--- src/rtl/mutative_reconfig_ctrl_pkg.sv ---
// Shared types for the mutative cache: associativity modes, geometry and
// the reconfiguration sequencer's state encoding.
package mutative_types;

    localparam int SET_SIZE     = 16;
    localparam int WAYS         = 8;
    localparam int WAY_IDX_BITS = $clog2(WAYS);
    localparam int SET_IDX_BITS = $clog2(SET_SIZE);

    typedef enum logic [1:0] {
        SETUP_DM = 2'b00,
        SETUP_2W = 2'b01,
        SETUP_4W = 2'b10,
        SETUP_8W = 2'b11
    } setup_t;

    typedef enum logic [1:0] {
        IDLE   = 2'b00,
        DRAIN  = 2'b01,
        SWEEP  = 2'b10,
        COMMIT = 2'b11
    } reconfig_state_t;

endpackage

--- src/rtl/mutative_reconfig_ctrl.sv ---
// Sequences an associativity change: stall, drain in-flight misses, flush
// every set, then commit the new setup in a single clean transition.
module mutative_reconfig_ctrl
    import mutative_types::*;
#(
    parameter setup_t DEFAULT_SETUP = SETUP_8W
) (
    input  logic                    clk,
    input  logic                    rst_n,
    // Handshakes: a transfer happens on the rising edge where valid && ready;
    // valid and its payload hold until then, ready never depends on valid.
    input  logic                    cfg_valid,
    input  logic [1:0]              cfg_setup,
    output logic                    cfg_ready,
    input  logic                    cache_busy,
    output logic                    stall_req,
    output logic                    sweep_valid,
    output logic [SET_IDX_BITS-1:0] sweep_set,
    input  logic                    sweep_ready,
    output logic [1:0]              setup,
    output logic                    reconfig_done,
    output reconfig_state_t         dbg_state
);

    localparam logic [SET_IDX_BITS-1:0] LAST_SET = SET_IDX_BITS'(SET_SIZE - 1);

    reconfig_state_t           state_q, state_d;
    logic [SET_IDX_BITS-1:0]   count_q;
    setup_t                    pending_q;
    setup_t                    setup_q;
    logic                      cfg_hs;

    assign cfg_hs = cfg_valid && cfg_ready;

    always_ff @(posedge clk or negedge rst_n) begin
        if (!rst_n) begin
            state_q <= IDLE;
        end else begin
            state_q <= state_d;
        end
    end

    always_comb begin
        state_d = state_q;
        case (state_q)
            IDLE:    if (cfg_hs) state_d = (setup_t'(cfg_setup) == setup_q) ? COMMIT : DRAIN;
            DRAIN:   if (!cache_busy) state_d = SWEEP;
            SWEEP:   if (sweep_ready && (count_q == LAST_SET)) state_d = COMMIT;
            COMMIT:  state_d = IDLE;
            default: state_d = IDLE;
        endcase
    end

    always_ff @(posedge clk or negedge rst_n) begin
        if (!rst_n) begin
            count_q   <= '0;
            pending_q <= DEFAULT_SETUP;
            setup_q   <= DEFAULT_SETUP;
        end else begin
            if (cfg_hs) pending_q <= setup_t'(cfg_setup);
            if (state_q == DRAIN && !cache_busy) begin
                count_q <= '0;
            end else if (state_q == SWEEP && sweep_ready && count_q != LAST_SET) begin
                count_q <= count_q + 1'b1;
            end
            if (state_q == COMMIT) setup_q <= pending_q;
        end
    end

    // In COMMIT, pending differs from setup only when a sweep preceded it,
    // which is exactly when the front end must stay stalled.
    always_comb begin
        cfg_ready     = 1'b0;
        stall_req     = 1'b0;
        sweep_valid   = 1'b0;
        sweep_set     = '0;
        reconfig_done = 1'b0;
        case (state_q)
            IDLE:   cfg_ready = 1'b1;
            DRAIN:  stall_req = 1'b1;
            SWEEP: begin
                stall_req   = 1'b1;
                sweep_valid = 1'b1;
                sweep_set   = count_q;
            end
            COMMIT: begin
                stall_req     = (pending_q != setup_q);
                reconfig_done = 1'b1;
            end
            default: cfg_ready = 1'b0;
        endcase
    end

    assign setup     = setup_q;
    assign dbg_state = state_q;

endmodule

--- config.mk ---
export PLATFORM = sky130hd
export DESIGN_NAME = mutative_reconfig_ctrl
export DESIGN_NICKNAME = d
export VERILOG_FILES = /design/src/rtl/mutative_reconfig_ctrl_pkg.sv /design/src/rtl/mutative_reconfig_ctrl.sv
export SDC_FILE = /design/constraint.sdc
export NUM_CORES = 1
export LEC_CHECK = 0
export ABC_AREA = 1
export BUFFER_PORTS_ARGS = -buffer_cell sky130_fd_sc_hd__buf_2
export CORE_MARGIN = 2
export CORE_UTILIZATION = 50
export CTS_CLUSTER_SIZE = 14
export DETAILED_ROUTE_END_ITERATION = 10
export PLACE_DENSITY_LB_ADDON = 0.12
export SYNTH_ARGS = -nofsm -noshare
export SYNTH_HDL_FRONTEND = slang
export SYNTH_SLANG_ARGS = --single-unit
--- constraint.sdc ---
create_clock -name clk -period 2.42 [get_ports clk]
set_clock_uncertainty 0.15 [all_clocks]
set_input_delay 0.484 -clock clk [delete_from_list [all_inputs] [get_ports clk]]
set_output_delay 0.484 -clock clk [all_outputs]
set_load 0.01 [all_outputs]
-- Word-level counts from Yosys, hierarchy flattened
Cells that the tools add are included.
- muxes and demuxes: 12
- add/subtract/negate cells: 1
- reductions and logical operators: 10
- equality and inequality tests: 10
- operator list (kind ; count):
    4-bit two-way mux ; 3
    2-bit two-way mux ; 4
    2-bit one-hot mux with 4 select lines ; 1
    2-bit != test (second input constant) ; 3
    1-bit logical AND ; 5
    4-bit by 1-bit adder with 4-bit output (second input constant) ; 1
    2-bit == test (second input constant) ; 2
    4-bit == test (second input constant) ; 1
    4-bit != test (second input constant) ; 1
    1-bit two-way mux ; 3
    3-bit AND reduction ; 1
    2-bit by 1-bit == test with 1-bit output (second input constant) ; 1
    2-bit == test ; 1
    2-bit zero test ; 1
    2-bit != test ; 1
    1-bit one-hot mux with 2 select lines ; 1
    2-bit nonzero test ; 1
    2-bit OR reduction ; 1
    1-bit zero test ; 1
- register bits: 10
- output and inout bits: 12

-- Depth between registers and ports, before layout
Gate-level depths: netlist of run 1.
- depth after elaboration: 5
- depth in mapped cells: 8
- gate-level depth less buffers: 8

-- Worst setup path after synthesis of run 1
OpenSTA, ideal clock, no wires.
- kind: reg-to-output
- from: register state_q[0] (netlist: dbg_state[0])
- to: output port sweep_set[0]
- slack: 0.709 ns
- arrival: 1.077 ns
- path buffers: 1
- cell stages (with the launch flop): 6
- path through: dfrtp_1 > inv_1 > ha_1 > buf_2 > nand2_1 > inv_1
- word-level cells in the longest chain between the ends: 2
- ends and longest elaborated chain (what ; line ; text):
    start: declaration ; mutative_reconfig_ctrl.sv:27 ; reconfig_state_t state_q, state_d;
    start signal: assignment ; mutative_reconfig_ctrl.sv:39 ; state_q <= state_d;
    2-bit == test ; mutative_reconfig_ctrl.sv:78 ; case (state_q)
    4-bit two-way mux ; mutative_reconfig_ctrl.sv:78 ;
    end: declaration ; mutative_reconfig_ctrl.sv:18 ; output logic [SET_IDX_BITS-1:0] sweep_set,
No other way between the ends.

-- Worst setup path in the final report of run 1
- from: register state_q[0] (netlist: dbg_state[0])
- to: output port sweep_set[1]
Same word-level chain as after synthesis.

==> metrics.md, run 1 <==
| Metric | Value |
|---|---|
| Pre-CTS setup slack | 0.6432 ns |
| Startpoint types | flop |
| Initial antenna violation count | 0 |
| Longest Clk Path Bufs | 2 |
| Placed wire-length estimate | 1191 um |
| CTS Hold Bufs | 1 |
| Max Slew Vio Count | 0 |
| Die Span X | 41.24 um |
| Post-CTS resize count | 0 |
| Clock transition at path regs | 0.06 ns |
| Buf/Inv on CP | 3 |
| Peak fanout along the critical path | 9 |
| Worst skew pair latency | 0.25 ns |
| CP delay by family, top | flip-flops |
| Synth Net Count | 111 |
| Core area | 1301 um2 |
| First-pass GRT wire length | 2194 um |
| # rows | 13 |
| Final number of setup-violating endpoints | 0 |
| Vias in the first global route | 513 |
| Maxcap violations | 0 |
| Post-route setup slack | 0.3581 ns |
| GR Overflow Total | 0 |
| Tot GR Track Use | 0.2027 |
| Fin crit period | 2.062 ns |
| Post-Syn Area | 693.2 um2 |
| Die ar. | 1700 um2 |
| Tot Pwr | 0.9176 mW |
| CP required | 1.79 ns |
| Area of the multi-input gates | 357.8 um2 |
| Cts bufs inserted | 3 |
| Final hold vios | 0 |
| Crit end category | primary output |
| F_max | 0.4850 GHz |
| Routed WL per cell | 11.12 um |
| Starting density of the core | 0.5327 |
| Slew HR | 0.7975 |
| Antenna cells | 0 |
| Synth warnings | 0 |
| Crit path top cell by count | inv_1 |
| VDD IR max | 0.6489 mV |
| Number of buffers added for setup after CTS | 0 |
| Layout Area Growth over Synthesis | 18.59% |
| Fillcell total | 126 |
| Setup TNS | 0 ns |
| CP Cell Sequence | inv_1, ha_1, nand2_1, inv_1, buf_2 |
| Final wirelength | 1479 um |
| Seq cells post-synth | 10 |
| Average cell area after synthesis | 7.073 um2 |
| Pre-antenna DRT Iters | 4 |
| Post-synth cell types | 19 |
| Critical path data arrival time | 1.43 ns |
| Post-Synthesis Cells | 98 |
| Slew @ Worst Pin | 0.3037 ns |
| DR iter-0 viols | 18 |
| Port bufs | 18 |
| Die height | 41.24 um |
| Crit-path max cell delay | 0.42 ns |
| CP Class | flop to primary output |
| CTS tree | done |
| Pin count of the biggest net entering global routing | 11 |
| Reg2Reg Setup Slack | 0.84 ns |
| H-tree Lvls | 1 |
| Post-synthesis sequential area ratio | 0.3682 |
| Hold Path Class | input port to flop |
| RSZ-0062 raised after global routing | false |
| Routed Antenna Nets | 0 |
| Final period util | 0.8520 |
| Drt via density | 4.947 |
| Placer congestion estimate | 0.8280 |
| Slowest library cell on the worst path | dfrtp_1 |
| PD cells | 1116 nW/um2 |
| Status | finished, final reports clean |
| Via count | 658 |
| CTS Sinks | 10 |
| DRC | 0 |
| Share of cells above drive strength 1 | 0.2542 |
| Pleak | 0.5026 nW |
| Register area | 255.2 um2 |
| Hold WS | 0.3340 ns |
| Fin nets | 133 |
| Num ports | 19 |
| Root buffer cell | clkbuf_4 |
[synth_stat cells]
cell | count | area, um2
a21oi_1 | 3 | 15.01
buf_2 | 1 | 5.000
buf_4 | 1 | 7.510
dfrtp_1 | 6 | 150.1
dfstp_2 | 4 | 105.1
ha_1 | 6 | 75.07
inv_1 | 16 | 60.06
inv_2 | 2 | 7.510
nand2_1 | 38 | 142.6
nand3_1 | 5 | 25.02
nand3_2 | 1 | 10.01
nand3b_1 | 1 | 7.510
nand4_1 | 3 | 18.77
nor2_1 | 2 | 7.510
nor2_2 | 1 | 6.260
nor2_4 | 1 | 11.26
o21ai_0 | 4 | 20.02
o21ai_1 | 2 | 10.01
xor2_1 | 1 | 8.760
[cell usage in the layout, fill, tap and decap left out, types with 3 or more instances in the layout]
master,count
nand2_1,38
a21oi_1,3
o21ai_0,4
clkbuf_4,3
dfrtp_1,6
ha_1,6
dfstp_2,4
buf_2,18
nand4_1,3
nand3_1,5
inv_1,16
[worst paths after layout]
path	depth (start not counted)	from	end
min reg2reg	2	pending_q[1]	setup[1]
max reg2reg	7	dbg_state[0]	count_q[0]
min	3	cfg_setup[1]	pending_q[1]
max in group asynchronous	2	rst_n	setup[1]
max	5	dbg_state[0]	sweep_set[1]
min in group asynchronous	2	rst_n	count_q[3]
[routing by layer]
metal,up-vias,part of all wire,global-route usage
met5,-,0,0
met4,0,0.0034,0.07258
met3,2,0.050,0.04891
met2,17,0.48,0.3320
met1,296,0.46,0.2567
li1,343,-,-
[cell type report]
type / instances / share of cell area
repair buffers: 19 / 0.1218
flip-flops and latches: 10 / 0.3105
multi-input cells: 68 / 0.4353
inverters: 18 / 0.08219
clock buffers: 3 / 0.02740
well taps: 15 / 0.02283
[where the power goes]
part / total, mW / switching (mW) / internal (mW)
logic: 0.492 / 0.304 / 0.188
clock network: 0.110 / 0.0531 / 0.0572
registers: 0.315 / 0.0662 / 0.249
[sequential cells by signal, summed over array words and instances, names as in the netlist]
signal and count:
count_q 4, setup 2, pending_q 2, dbg_state 2
[kinds of logic after synthesis]
| group | count (synthesis) | share of synthesized area |
|---|---|---|
| adders and majority gates | 6 | 0.1083 |
| and+or+nand+nor | 52 | 0.3303 |
| DFF | 10 | 0.3682 |
| xor gates and xnor gates | 1 | 0.01264 |
| buffers and inverters | 20 | 0.1155 |
| AOI/OAI and AO/OA | 9 | 0.06498 |
[worst min-delay path, stage by stage]
cell and delay [ns]:
buf_2 0.10, inv_1 0.06, o21ai_0 0.08
[metrics by stage]
stage	utilization	std cells	area, um2
2_1_floorplan	-	98	693.2
3_3_place_gp	0.6067	129	789.5
3_5_place_dp	0.6067	129	789.5
4_1_cts	0.6317	133	822.0
5_1_grt	0.6317	133	822.0
6_report	0.6317	133	822.0
Note: power is estimated with default switching activity, not from simulation.
==> run 2: changes to the inputs <==
ABC_AREA = unset   (was 1)
CORE_AREA = 2 2 39 41   (was unset)
CORE_MARGIN = unset   (was 2)
CORE_UTILIZATION = unset   (was 50)
DIE_AREA = 0 0 41 43   (was unset)
==> run 2 against run 1 <==
- wire length down 16%
- worst hold slack better by 0.00090 ns
- first-iteration DRC count down 72%
- register-to-register slack got worse by 0.18 ns
- worst setup slack got worse by 0.041 ns
==> metrics.md, run 2 <==
| Metric | Value |
|---|---|
| CP required | 1.79 ns |
| Post-Place Cells | 92 |
| Final wirelength | 1242 um |
| Post-route cell area | 787.0 um2 |
| Maxcap violations | 0 |
| Average cell area after synthesis | 10.87 um2 |
| Fillcell total | 138 |
| Max reg flops | 4 |
| Worst R2R End | count_q[1] |
| VDD IR max | 0.7558 mV |
| Cts bufs inserted | 3 |
| Slowest library cell on the worst path | dfrtp_1 |
| Top sig layer | met4 |
| GR Overflow Total | 0 |
| Starting density of the core | 0.4557 |
| Ys async rst share | 1.000 |
| CP delay by family, top | flip-flops |
| RSZ-0062 raised after global routing | false |
| Final hold vios | 0 |
| Tot GR Track Use | 0.1685 |
| Startpoint types | flop |
| Area after DPL | 740.7 um2 |
| Non-Filler Instances | 97 |
| Critical Path Source | dbg_state[0] |
| F_max | 0.4756 GHz |
| Port bufs | 18 |
| DR iter-0 viols | 5 |
| H-tree Lvls | 1 |
| Final number of setup-violating endpoints | 0 |
| Top cells by area, synth | dfrtp_1 24%, dfstp_2 17%, ha_1 12% |
| Vias in the first global route | 445 |
| PD cells | 1214 nW/um2 |
| CTS Sinks | 10 |
| Most frequent cells in the layout | 18 x buf_2, 6 x ha_1, 6 x dfrtp_1 |
| Post-CTS resize count | 0 |
| Slew @ Worst Pin | 0.3248 ns |
| Crit end category | primary output |
| Drt via density | 5.340 |
| Met1 wire length | 571 um |
| Metal3 WL | 76 um |
| Synth warnings | 0 |
| Sw Ratio | 0.3867 |
| Die Span X | 41 um |
| FF-to-FF path depth | 5 |
| Die height | 43 um |
| Post-synthesis sequential area ratio | 0.4048 |
| Reg2reg start | dbg_state[0] |
| Commonest non-fill, non-tap cell in the layout | buf_2 |
| Via count | 518 |
| Int Power | 0.5862 mW |
| Crit-path max cell delay | 0.41 ns |
| Pre-antenna DRT Iters | 4 |
| First-pass GRT wire length | 1883 um |
| Met2 routed WL | 567 um |
| Pin count of the biggest net entering global routing | 11 |
| Post-synth cell types | 25 |
| Buf/Inv on CP | 2 |
| DRC | 0 |
| Top_reg_cell synth | dfrtp_1 |
| Die ar. | 1763 um2 |
| WHS Endpoint | pending_q[1] |
| Final period util | 0.8689 |
| CP Cell Sequence | inv_1, ha_1, and2_2, buf_2 |
| Number of buffers added for setup after CTS | 0 |
| Seq cells post-synth | 10 |
| Final core occ | 0.5687 |
| Share of cells above drive strength 1 | 0.4691 |
| Routed Antenna Nets | 0 |
| Max Slew Vio Count | 0 |
| Critical path data arrival time | 1.47 ns |
| Post-Syn Area | 630.6 um2 |
| Hold Startpoint | cfg_setup[1] |
| Placed wire-length estimate | 956.9 um |
| Post-Synthesis Cells | 58 |
| Placer congestion estimate | 0.7557 |
| Synth Net Count | 71 |
| Slew HR | 0.7830 |
| Initial antenna violation count | 0 |
| Setup TNS | 0 ns |
| Register area | 255.2 um2 |
| Post-route setup slack | 0.3172 ns |
| Hold Path Stages | 2 |
| EDFF count, synth | 0 |
| Synth area leader | dfrtp_1 |
| Layout Area Growth over Synthesis | 24.80% |
| # rows | 14 |
| Peak fanout along the critical path | 9 |
| Root buffer cell | clkbuf_4 |
| Hold Path Class | input port to flop |
| Most flops, register | count_q |
| Reg2Reg Setup Slack | 0.66 ns |
| CP Class | flop to primary output |
| Pleak | 0.3810 nW |
| Pre-CTS setup slack | 0.6286 ns |
| CTS tree | done |
| Clock transition at path regs | 0.07 ns |
| Fin crit period | 2.103 ns |
| Switching Power | 0.3696 mW |
| Status | finished, final reports clean |
| Area of the multi-input gates | 364.1 um2 |
| Antenna cells | 0 |
| Worst skew pair latency | 0.27 ns |
| Most frequent cells after synthesis | 6 x dfrtp_1, 6 x ha_1, 5 x a21oi_1 |
| Routed WL per cell | 12.80 um |
| Area share of the largest cell type after synthesis | 0.2381 |
| Fin nets | 95 |
| Longest Clk Path Bufs | 2 |
| Core area | 1384 um2 |
| Sequential Power Share | 0.343 |
| Num ports | 19 |
| Comb power frac | 0.500 |
| Clock share of power | 0.157 |
[run 2: cell types whose count changed after synthesis, sizes merged, moves of 3 or more]
cell,change
nand2,-36
inv,-15
nand3,-5
and2,+4
mux2,+4
nor2,-4
nor2b,+3
o21ai,-3
[run 2: power by group through the flow]
| stage | Combinational, mW | Sequential [mW] | Clock [mW] |
|---|---|---|---|
| after CTS | 0.484 | 0.329 | 0.153 |
| after global routing | 0.539 | 0.338 | 0.164 |
| final | 0.478 | 0.328 | 0.150 |
| after floorplan | 0.322 | 0.337 | 0 |
| after global placement | 0.474 | 0.327 | 0 |
| after detailed placement | 0.479 | 0.332 | 0 |
[run 2: what timing repair did]
item / 4_1_cts / 5_1_grt
hold buffers: 1 / 0
setup endpoints to repair: 0 / 0
endpoints found under the hold margin: 6 / 0
[run 2: layer usage]
layer,vias up,track usage
met5,-,0
met4,0,0.1000
met3,4,0.07853
met2,12,0.2375
met1,245,0.2000
li1,257,-
[run 2: worst reg2reg max path: cells and delay by family (launching register included)]
| kind | cells | cell delay (ns) |
|---|---|---|
| AOI/OAI and AO/OA | 1 | 0.13 |
| adders and majority gates | 1 | 0.34 |
| buffers and inverters | 1 | 0.13 |
| DFF | 1 | 0.41 |
| and+or+nand+nor | 2 | 0.52 |
[run 2: cell type report]
| type | count | area share |
|---|---|---|
| multi-input cells | 45 | 0.4626 |
| flip-flops and latches | 10 | 0.3243 |
| repair buffers | 19 | 0.1272 |
| clock buffers | 4 | 0.04610 |
| well taps | 16 | 0.02544 |
| inverters | 3 | 0.01431 |
[run 2: cells by family after synthesis]
family,after synthesis,synth area share
flip-flops,10,0.4048
multiplexers,5,0.08730
buffers and inverters,3,0.01786
AO/OA/AOI/OAI,13,0.1250
XOR/XNOR,4,0.05557
AND/OR/NAND/NOR,17,0.1905
adder cells (fa/ha/maj),6,0.1190
[run 2: metrics by stage]
stage / hold slack, ns / total power, mW
after detailed placement: 0.2034 / 0.8111
after global routing: 0.3178 / 1.041
after floorplan: 0.03841 / 0.6590
final: 0.3349 / 0.9558
after global placement: 0.2060 / 0.8008
after CTS: 0.3316 / 0.9662
[run 2: worst max-delay path by stage]
stage / endpoint / cells after the start
after floorplan: sweep_set[0] / 3
after global placement: sweep_set[0] / 4
after detailed placement: sweep_set[1] / 4
after CTS: sweep_set[1] / 4
after global routing: sweep_set[2] / 4
final: sweep_set[1] / 4
